**config.mk**
```make
export PLATFORM = sky130hd
export DESIGN_NAME = clock_time_counter
export DESIGN_NICKNAME = d
export VERILOG_FILES = /design/src/rtl/clock_time_counter.sv
export SDC_FILE = /design/constraint.sdc
export NUM_CORES = 1
export LEC_CHECK = 0
export BUFFER_PORTS_ARGS = -buffer_cell sky130_fd_sc_hd__buf_2
export CORE_MARGIN = 8
export CORE_UTILIZATION = 50
export CTS_BUF_LIST = sky130_fd_sc_hd__clkbuf_4 sky130_fd_sc_hd__clkbuf_8
export CTS_CLUSTER_DIAMETER = 80
export CTS_CLUSTER_SIZE = 14
export DETAILED_ROUTE_END_ITERATION = 6
export GPL_TIMING_DRIVEN = 0
export PLACE_DENSITY_LB_ADDON = 0.1
export SYNTH_ARGS = -nofsm -noshare
export SYNTH_HDL_FRONTEND = slang
export SYNTH_SLANG_ARGS = --single-unit
```
**constraint.sdc**
```tcl
create_clock -name clk -period 3.3 [get_ports clk]
set_input_delay 0.33 -clock clk [delete_from_list [all_inputs] [get_ports clk]]
set_output_delay 0.33 -clock clk [all_outputs]
set_load 0.01 [all_outputs]
```
**src/rtl/clock_time_counter.sv**
```systemverilog
// Time-of-day counter: HH:MM:SS in packed BCD, advanced by a 1 Hz tick,
// with a button-driven set mode for hours and minutes.
module clock_time_counter #(
  parameter bit FMT24 = 1'b1
) (
  input  logic       clk,
  input  logic       rst_n,
  input  logic       tick,
  input  logic       mode_btn,
  input  logic       inc_btn,
  output logic [7:0] hh_bcd,
  output logic [7:0] mm_bcd,
  output logic [7:0] ss_bcd,
  output logic       pm,
  output logic [1:0] editing,
  output logic       day_pulse
);

  typedef enum logic [1:0] {
    RUN     = 2'b00,
    SET_HR  = 2'b01,
    SET_MIN = 2'b10
  } state_t;

  localparam logic [7:0] HH_RESET = FMT24 ? 8'h00 : 8'h12;

  state_t     state_reg, state_next;
  logic [7:0] hh_reg, hh_next;
  logic [7:0] mm_reg, mm_next;
  logic [7:0] ss_reg, ss_next;
  logic       pm_reg, pm_next;
  logic       day_reg, day_next;

  // Minutes/seconds BCD increment, 59 wraps to 00.
  function automatic logic [7:0] inc60(input logic [7:0] v);
    if (v == 8'h59)
      return 8'h00;
    if (v[3:0] == 4'd9)
      return {v[7:4] + 4'd1, 4'd0};
    return {v[7:4], v[3:0] + 4'd1};
  endfunction

  // Hours BCD increment; result is {pm, hh}. In 12 h mode 11->12 flips pm
  // and 12->01 keeps it.
  function automatic logic [8:0] inc_hr(input logic [7:0] h, input logic p);
    if (FMT24) begin
      if (h == 8'h23)
        return {1'b0, 8'h00};
    end else begin
      if (h == 8'h12)
        return {p, 8'h01};
      if (h == 8'h11)
        return {~p, 8'h12};
    end
    if (h[3:0] == 4'd9)
      return {p, h[7:4] + 4'd1, 4'd0};
    return {p, h[7:4], h[3:0] + 4'd1};
  endfunction

  // Mode FSM state register.
  always_ff @(posedge clk or negedge rst_n) begin
    if (!rst_n)
      state_reg <= RUN;
    else
      state_reg <= state_next;
  end

  // Next state and next time value; mode_btn always takes priority over inc_btn.
  always_comb begin
    state_next = state_reg;
    hh_next    = hh_reg;
    mm_next    = mm_reg;
    ss_next    = ss_reg;
    pm_next    = pm_reg;
    day_next   = 1'b0;
    case (state_reg)
      RUN: begin
        if (tick) begin
          ss_next = inc60(ss_reg);
          if (ss_reg == 8'h59) begin
            mm_next = inc60(mm_reg);
            if (mm_reg == 8'h59) begin
              {pm_next, hh_next} = inc_hr(hh_reg, pm_reg);
              // Midnight is 23->00, or 11 PM -> 12 AM in 12 h mode.
              day_next = FMT24 ? (hh_reg == 8'h23) : (hh_reg == 8'h11 && pm_reg);
            end
          end
        end
        if (mode_btn)
          state_next = SET_HR;
      end
      SET_HR: begin
        if (mode_btn)
          state_next = SET_MIN;
        else if (inc_btn)
          {pm_next, hh_next} = inc_hr(hh_reg, pm_reg);
      end
      SET_MIN: begin
        if (mode_btn) begin
          state_next = RUN;
          ss_next    = 8'h00;
        end else if (inc_btn) begin
          mm_next = inc60(mm_reg);
        end
      end
      default: state_next = RUN;
    endcase
  end

  // Time registers.
  always_ff @(posedge clk or negedge rst_n) begin
    if (!rst_n) begin
      hh_reg  <= HH_RESET;
      mm_reg  <= 8'h00;
      ss_reg  <= 8'h00;
      pm_reg  <= 1'b0;
      day_reg <= 1'b0;
    end else begin
      hh_reg  <= hh_next;
      mm_reg  <= mm_next;
      ss_reg  <= ss_next;
      pm_reg  <= pm_next;
      day_reg <= day_next;
    end
  end

  assign hh_bcd    = hh_reg;
  assign mm_bcd    = mm_reg;
  assign ss_bcd    = ss_reg;
  assign pm        = FMT24 ? 1'b0 : pm_reg;
  assign editing   = state_reg;
  assign day_pulse = day_reg;

endmodule

```
==> impl_metrics.ini <==
[global_routing]
grt_first_pass_wirelength_um = 5600
gr-usage-all-layers = 0.130
grt_max_degree = 28
overflow = 0
antenna_found_initial = 0
grt_pass1_vias = 1236

[synthesis]
syn_inst = 153
yosys_warnings = 0
syn_area_per_cell_um2 = 10.4
yosysSeqAreaShare = 0.423
synth-seq-cells = 27
async_reset_ff_frac = 1.00
synth_cell_types = 46
synth_ff_type = dfrtp_1
netlist_area_um2 = 1600
syn-num-nets = 168
synth_edf_count = 0

[setup_path]
cp.required_ns = 3.53
arrival_ns = 2.23
crit_path_end_kind = register
start_kind = register
critPathKind = register to register
crit_fanout = 8

[final_layout]
fin_cells = 232
layout_commonest_cell = buf_2
drive_gt1_frac = 0.287
final_cell_mix = buf_2 (32), dfrtp_1 (27), nor2_1 (14)
area_growth_pct = 14.9
fin_util = 0.601
antenna_cells = 0
final_nets = 204

[detailed_routing]
drc = 0
avgRoutedWirePerCell_um = 13.6
drt_pass1_iterations = 4
antenna_left = 0
drt_wl_total_um = 3150
drtIter0Drc = 50
via_per_inst = 5.31
vias = 1233

[die]
rows = 20
die_h_um = 72.5
core_area_um2 = 3050
die_area_um2 = 5260
start_util = 0.523
ioPinCount = 33
die_w_um = 72.5

[clocking]
clkSinkCount = 27
insertion_delay_ns = 0.32
clk_path_buf_depth = 2
tritoncts = built
post-cts-setup-buffers = 0
cts_max_level = 1
cts_hold_buf = 0
root_buffer = clkbuf_4
path_clk_slew_ns = 0.15
cts_resized = 0
cts_buffers = 3

[outcome]
outcome = finished, violations left
violations = negative hold slack

[pwr]
peakVddDrop_v = 0.000449
switchingPower_mw = 0.571
clockPowerShare = 0.107
p_int_mw = 0.786
swShare = 0.421
p_leak_nw = 0.901
power.total_mw = 1.36
power_frac_comb = 0.475
power_density_nw_per_um2 = 740
seq_power_share = 0.419

[sta]
setup_viol = 0
rsz0062_at_grt = false
fin_crit_sh = 0.606
period_needed_ns = 2.00
report.final.hold_viol_count = 17
fmax_mhz = 500
skew_ns = 0.00516
maxSlewViolCount = 0
worstMarginPinSlew_ns = 0.606
hold_ws_ns = -0.0128
setup_tns_ns = 0
slew_headroom = 0.596

[placement]
dp.cells = 228
hpwl_um = 2390
place.gp.congestion = 0.834
portBuffers = 31

[flow_run]
drv_cap = 0

[hold_path]
min_path_type = input pin to async pin
[final timing paths]
check | start | end | slack (ns) | depth (start not counted)
setup reg to reg | ss_bcd[4]$_DFFE_PN0P_ | mm_bcd[1]$_DFFE_PN0P_ | 1.30 | 5
hold reg to reg | hh_bcd[7]$_DFFE_PN0P_ | hh_bcd[7]$_DFFE_PN0P_ | 0.51 | 1
hold / removal | rst_n | mm_bcd[3]$_DFFE_PN0P_ | -0.01 | 1
setup / recovery | ss_bcd[4]$_DFFE_PN0P_ | mm_bcd[1]$_DFFE_PN0P_ | 1.30 | 5
min in group clk | mode_btn | editing[1]$_DFFE_PN0P_ | 0.30 | 3
max in group asynchronous | rst_n | hh_bcd[3]$_DFFE_PN0P_ | 2.91 | 1
[routing by layer]
metal  global-route usage  wire length [µm]  vias to the layer above
li1                     -                 -                      610
met1                0.170              1550                      591
met2                0.202              1400                       28
met3               0.0344               170                        4
met4               0.0422                35                        0
met5                    0                 0                        -
[cell families (layout without fill, tap and decap cells)]
family | Yosys count | in the layout | share of synthesized area
buf+inv | 14 | 49 | 0.0431
other cells | 1 | 1 | 0.00235
compound gates | 25 | 25 | 0.118
fa+ha+maj | 10 | 10 | 0.0784
flops | 27 | 27 | 0.423
simple gates | 61 | 61 | 0.237
mux | 8 | 8 | 0.0603
xor+xnor | 7 | 7 | 0.0384
[sequential cells by signal, indices dropped and copies added, names as in the netlist]
name / flops
hh_bcd: 8
mm_bcd: 8
ss_bcd: 8
editing: 2
day_pulse: 1
[metrics by stage]
stage               setup WS [ns]  area, µm²
CTS                          1.29       1830
global placement             1.34       1810
floorplan                    1.45       1600
global route                 1.17       1830
detailed placement           1.31       1810
finish                       1.30       1830
[power groups by stage]
stage | clock network (mW) | registers (mW) | logic [mW]
detailed placement | 0 | 0.577 | 0.652
floorplan | 0 | 0.606 | 0.406
finish | 0.145 | 0.568 | 0.644
global placement | 0 | 0.567 | 0.639
global route | 0.163 | 0.596 | 0.734
CTS | 0.151 | 0.571 | 0.656
[critical path, stage by stage (launching register included)]
cell	delay, ns
dfrtp_1	0.47
ha_1	0.22
and3b_1	0.22
a32oi_2	0.47
nand2b_1	0.20
mux2_1	0.32
[area by class of cell]
cell class / instances / area [µm²]
Clock buffer: 3 / 22.5
Multi-Input combinational cell: 112 / 852
Inverter: 10 / 37.5
Timing Repair Buffer: 31 / 155
Fill cell: 290 / 1220
Tap cell: 44 / 55.1
Clock inverter: 1 / 5.00
Buffer: 4 / 31.3
Sequential cell: 27 / 676
[synthesized netlist by cell type, types with 3 or more instances]
cell,count,area share
and3b_1,3,0.016
dfrtp_1,27,0.42
ha_1,10,0.078
inv_1,10,0.024
mux2_1,3,0.021
nand2_1,8,0.019
nand2b_1,3,0.012
nand3_1,7,0.022
nand3b_1,5,0.024
nand4_1,3,0.012
nor2_1,14,0.033
o21ai_0,10,0.031
xnor2_1,7,0.038
(Power assumes the default switching activity.)
